==> src/rtl/int_to_floating_point_conversion.sv <==
// Integer (signed or unsigned) to IEEE-754 single-precision converter.
// Normalizes with a one-bit left shift per cycle and rounds to nearest-even.
// Valid/ready handshakes on both the operand and the result side.
module int_to_floating_point_conversion #(
   parameter int unsigned DATA_WIDTH = 32,
   parameter int unsigned MENT_WIDTH = 23,
   parameter int unsigned EXPO_WIDTH = 8,
   parameter int unsigned EXPO_BIAS  = 127
) (
   input  logic                  clk_in,
   input  logic                  rst_n_in,
   input  logic [DATA_WIDTH-1:0] integer_in,
   input  logic                  signed_in,
   input  logic                  valid_in,
   output logic                  ready_out,
   output logic [DATA_WIDTH-1:0] floating_out,
   output logic                  inexact_out,
   output logic                  valid_out,
   input  logic                  ready_in
);

   // Bit just below the kept mantissa field once mag is normalized.
   localparam int unsigned GRD_BIT = DATA_WIDTH - 2 - MENT_WIDTH;
   // Exponent of an operand whose top bit is already set.
   localparam logic [EXPO_WIDTH-1:0] EXP_INIT = EXPO_WIDTH'(EXPO_BIAS + DATA_WIDTH - 1);

   typedef enum logic [1:0] {StIdle, StNorm, StDone} state_t;

   state_t                  state_q;
   logic [DATA_WIDTH-1:0]   mag_q;
   logic [EXPO_WIDTH-1:0]   exp_q;
   logic                    sign_q;

   logic                    sign_in;
   logic [DATA_WIDTH-1:0]   mag_in;
   logic [MENT_WIDTH-1:0]   mant_trunc;
   logic                    guard;
   logic                    sticky;
   logic                    round_up;
   logic [MENT_WIDTH:0]     mant_sum;
   logic [EXPO_WIDTH-1:0]   exp_rnd;

   // Handshake flags decoded from the state register.
   assign ready_out = (state_q == StIdle);
   assign valid_out = (state_q == StDone);

   // Operand sign/magnitude and round-to-nearest-even of the normalized magnitude.
   always_comb begin
      sign_in    = signed_in & integer_in[DATA_WIDTH-1];
      mag_in     = sign_in ? (~integer_in + DATA_WIDTH'(1)) : integer_in;
      mant_trunc = mag_q[DATA_WIDTH-2 -: MENT_WIDTH];
      guard      = mag_q[GRD_BIT];
      sticky     = |mag_q[GRD_BIT-1:0];
      round_up   = guard & (sticky | mant_trunc[0]);
      mant_sum   = {1'b0, mant_trunc} + {{MENT_WIDTH{1'b0}}, round_up};
      // A carry out of the mantissa leaves it all zero and bumps the exponent.
      exp_rnd    = exp_q + {{(EXPO_WIDTH-1){1'b0}}, mant_sum[MENT_WIDTH]};
   end

   // Control FSM with datapath registers and registered result.
   always_ff @(posedge clk_in or negedge rst_n_in) begin
      if (!rst_n_in) begin
         state_q      <= StIdle;
         mag_q        <= '0;
         exp_q        <= '0;
         sign_q       <= 1'b0;
         floating_out <= '0;
         inexact_out  <= 1'b0;
      end else begin
         unique case (state_q)
            StIdle: begin
               if (valid_in) begin
                  sign_q <= sign_in;
                  mag_q  <= mag_in;
                  if (mag_in == '0) begin
                     floating_out <= '0;
                     inexact_out  <= 1'b0;
                     state_q      <= StDone;
                  end else begin
                     exp_q   <= EXP_INIT;
                     state_q <= StNorm;
                  end
               end
            end
            StNorm: begin
               if (!mag_q[DATA_WIDTH-1]) begin
                  mag_q <= mag_q << 1;
                  exp_q <= exp_q - {{(EXPO_WIDTH-1){1'b0}}, 1'b1};
               end else begin
                  floating_out <= {sign_q, exp_rnd, mant_sum[MENT_WIDTH-1:0]};
                  inexact_out  <= guard | sticky;
                  state_q      <= StDone;
               end
            end
            StDone: begin
               if (ready_in) state_q <= StIdle;
            end
            default: state_q <= StIdle;
         endcase
      end
   end

endmodule

==> config.mk <==
export PLATFORM = sky130hd
export DESIGN_NAME = int_to_floating_point_conversion
export DESIGN_NICKNAME = d
export VERILOG_FILES = /design/src/rtl/int_to_floating_point_conversion.sv
export SDC_FILE = /design/constraint.sdc
export NUM_CORES = 1
export LEC_CHECK = 0
export CAP_MARGIN = 20
export CORE_UTILIZATION = 57
export CTS_BUF_LIST = sky130_fd_sc_hd__clkbuf_2
export DETAILED_ROUTE_END_ITERATION = 8
export HOLD_SLACK_MARGIN = 0.12
export PLACE_DENSITY = 0.83
export SLEW_MARGIN = 20
export SYNTH_ARGS = -nofsm -noshare
export SYNTH_HDL_FRONTEND = slang
export SYNTH_SLANG_ARGS = --single-unit
==> constraint.sdc <==
create_clock -name clk_in -period 3.9 [get_ports clk_in]
set_input_delay 0.585 -clock clk_in [delete_from_list [all_inputs] [get_ports clk_in]]
set_output_delay 0.585 -clock clk_in [all_outputs]
set_load 0.02 [all_outputs]
==> run metrics, run 1 <==
Clock Latency Late Sink=490 ps; Area growth syn-to-layout=20.7%; largest net degree at the start of global routing=62; clock sinks=76; core area=0.00881 mm2; total of max-cap violations=0; GPL Wtd Cong=0.930; Final Cell Area=0.00634 mm2; CP max-delay cell=clkdlybuf4s50_1; crit path DAT=3860 ps; pin slew with the least headroom to its limit=1020 ps; most frequent cell on the critical path=nor3_1; DP HPWL=10.3 mm; Cell Area, Synth=0.00525 mm2; Final period util=0.894; multi-input logic area=0.00308 mm2; wire per inst=16.7 um; layout cells sized above 1=0.147; failing checks=design-rule violations; clk root buf=clkbuf_2; status=finished, violations left; max incr delay on CP=490 ps; Initial Utilization=0.596; num ports=72; top cell type's share of synthesized area=0.362; Die W=98.0 um; # fillers=700; RSZ-0062 raised after global routing=no; critical path class=input pin to flop; skew final=42.9 ps; Port Buffers=71; CP required=4280 ps; DRT antenna net count=0; min Tclk post-route=3490 ps; die area=0.00960 mm2; EDFF count, synth=0; via count=5053; Pins Over Slew Limit=0; leading area contributor after synthesis=dfrtp_1; VDD IR-drop max=285 uV; Cells after DPL=801; crit path max fanout=34; GRT Overall Usage=0.291; WHS Path Cells=2; top cells by area, synth=dfrtp_1 36%, a21oi_1 4.7%, xnor2_1 4.5%; TritonCTS clock tree=built; number of global-route vias before repair=4691; grt ovf=0; post-synthesis sequential area ratio=0.362; DR vias/cell=6.19; CP startpoint=integer_in[0]; r2r worst-path depth=16; Synth cell types=65; buffer depth of the longest clock path=2; leakage power total=0.00251 uW; register bit total from synthesis=76; Slew headroom=0.317; ys flop type=dfrtp_1; Power Density=591 mW/mm2; DRT Pass-1 Iters=7; Hold Fails Final Rpt=0; Seq. cell area=0.00190 mm2; initial drt markers=352; Total Nets Final=749; r2r endpoint=floating_out[27]; top-count cell post-synth=dfrtp_1; CP Capture Type=flop; H-tree levels=3; post-synthesis cell count=626; final setup fails=0; first-pass GRT wire length=22.8 mm; fin cells=816; ys async rst share=1.00; Hold Slack=537 ps; CTS Buf Count=9; post-synth net total=670; Ys Warns=0; FF-to-FF Start=mag_q[3]; post-CTS setup buffers=0; initial antenna violation count=0; CP Capture Point=inexact_out; # rows=34; most frequent cells after synthesis=76 x dfrtp_1, 49 x a21oi_1, 43 x nor2_1; residual DRC count=7; CP startpoint kind=input pin; synthesized area per cell=8.39 um2; final wirelength=13.7 mm; Clk pin slew, worst setup/hold paths=200 ps; fmax=287 MHz; Hold WC Path Type=flop to flop; chip height=98.0 um; cells along the critical path=clkdlybuf4s50_1 -> inv_1 -> ha_1 -> nor3b_1 -> nand4_1 -> nor4b_1 -> buf_4 -> nor3_1 -> a211oi_1 -> nand3_1 -> nor4_4 -> buf_12 -> nor3_1; R2R setup slack=690 ps; placed standard-cell area=0.00621 mm2; number of diodes=0
==> power breakdown <==
group	leakage, uW	internal [uW]	switching [uW]	total, uW
logic	0.00150	786	998	1780
registers	0.000929	1140	356	1490
clock network	0.0000776	205	266	471
==> how the worst min path moves through the flow <==
stage                          start                to
floorplan                   rst_n_in          exp_q[0]
global placement              sign_q            sign_q
detailed placement            sign_q            sign_q
CTS                           sign_q            sign_q
global route        floating_out[13]  floating_out[13]
finish               floating_out[4]   floating_out[4]
==> flip-flops by register name, indices dropped and copies added, names as in the netlist <==
| signal | cells |
|---|---|
| exp_q | 8 |
| sign_q | 1 |
| inexact_out | 1 |
| state_q | 2 |
| mag_q | 32 |
| floating_out | 32 |
==> stage by stage <==
step / setup WS (ps) / TNS, ps / util / power, uW
5_1_grt: 276 / 0 / 0.720 / 4010
3_3_place_gp: 28.2 / 0 / 0.705 / 3200
2_1_floorplan: 492 / 0 / - / 2590
4_1_cts: 475 / 0 / 0.720 / 3750
3_5_place_dp: -61.3 / -290 / 0.705 / 3280
6_report: 413 / 0 / 0.720 / 3750
==> metal layers <==
metal	part of all wire	wire length, um	GRT usage	up-vias
met5	0	0	0	-
li1	-	-	-	2432
met3	0.059	801	0.0344	18
met1	0.45	6160	0.410	2400
met4	0.017	235	0.0839	0
met2	0.47	6460	0.472	203
==> cell families after synthesis <==
kind of cell,after synthesis,share of synthesized area
adders and majority gates,7,0.0167
DFF,76,0.362
and+or+nand+nor,265,0.284
xor gates and xnor gates,48,0.0800
AOI/OAI and AO/OA,165,0.199
muxes,3,0.00572
buffers and inverters,62,0.0519
==> timing repair <==
item | 4_1_cts | 5_1_grt
gates resized for setup | 0 | 0
endpoints found under the hold margin | 7 | 0
hold buffers | 1 | 0
==> worst max-delay path: cells and delay by family <==
family / cells / cell delay, ps
AO/OA/AOI/OAI: 1 / 270
adder cells (fa/ha/maj): 1 / 200
buffers and inverters: 4 / 1070
AND/OR/NAND/NOR: 7 / 1710
==> area by class of cell <==
type                            instances  share of cell area
Clock buffer                            9             0.00710
Clock inverter                          5              0.0124
Tap cell                              108              0.0213
Timing Repair Buffer                  112               0.162
Sequential cell                        76               0.300
Multi-Input combinational cell        488               0.486
Inverter                               18              0.0107
==> layout by cell type (no fill, tap or decap), types with 7 or more instances in the layout <==
master,n
dfrtp_1,76
xor2_1,21
nand4_1,10
nand2_1,40
nor2_2,28
nor4_1,12
ha_1,7
nand3_1,28
clkdlybuf4s50_1,70
o31ai_1,9
nor3_1,28
inv_1,17
nor2_1,42
a21oi_1,49
and3_1,8
xnor2_1,27
or3_1,18
nand2b_1,8
a22oi_1,29
clkbuf_2,9
o21ai_0,39
buf_4,39
Note: power is estimated with default switching activity, not from simulation.
==> run 2, diff against run 1 <==
--- a/config.mk
+++ b/config.mk
@@ -5,6 +5,7 @@
 export SDC_FILE = /design/constraint.sdc
 export NUM_CORES = 1
 export LEC_CHECK = 0
+export ABC_CLOCK_PERIOD_IN_PS = 3900
 export CAP_MARGIN = 20
 export CORE_UTILIZATION = 57
 export CTS_BUF_LIST = sky130_fd_sc_hd__clkbuf_2
==> results of run 2 <==
Same layout as run 1: the final DEF is identical, and so are final timing and power.
==> run 3, diff against run 2 <==
--- a/config.mk
+++ b/config.mk
@@ -5,7 +5,6 @@
 export SDC_FILE = /design/constraint.sdc
 export NUM_CORES = 1
 export LEC_CHECK = 0
-export ABC_CLOCK_PERIOD_IN_PS = 3900
 export CAP_MARGIN = 20
 export CORE_UTILIZATION = 57
 export CTS_BUF_LIST = sky130_fd_sc_hd__clkbuf_2
==> results of run 3 <==
Same layout as run 1: the final DEF is identical, and so are final timing and power.
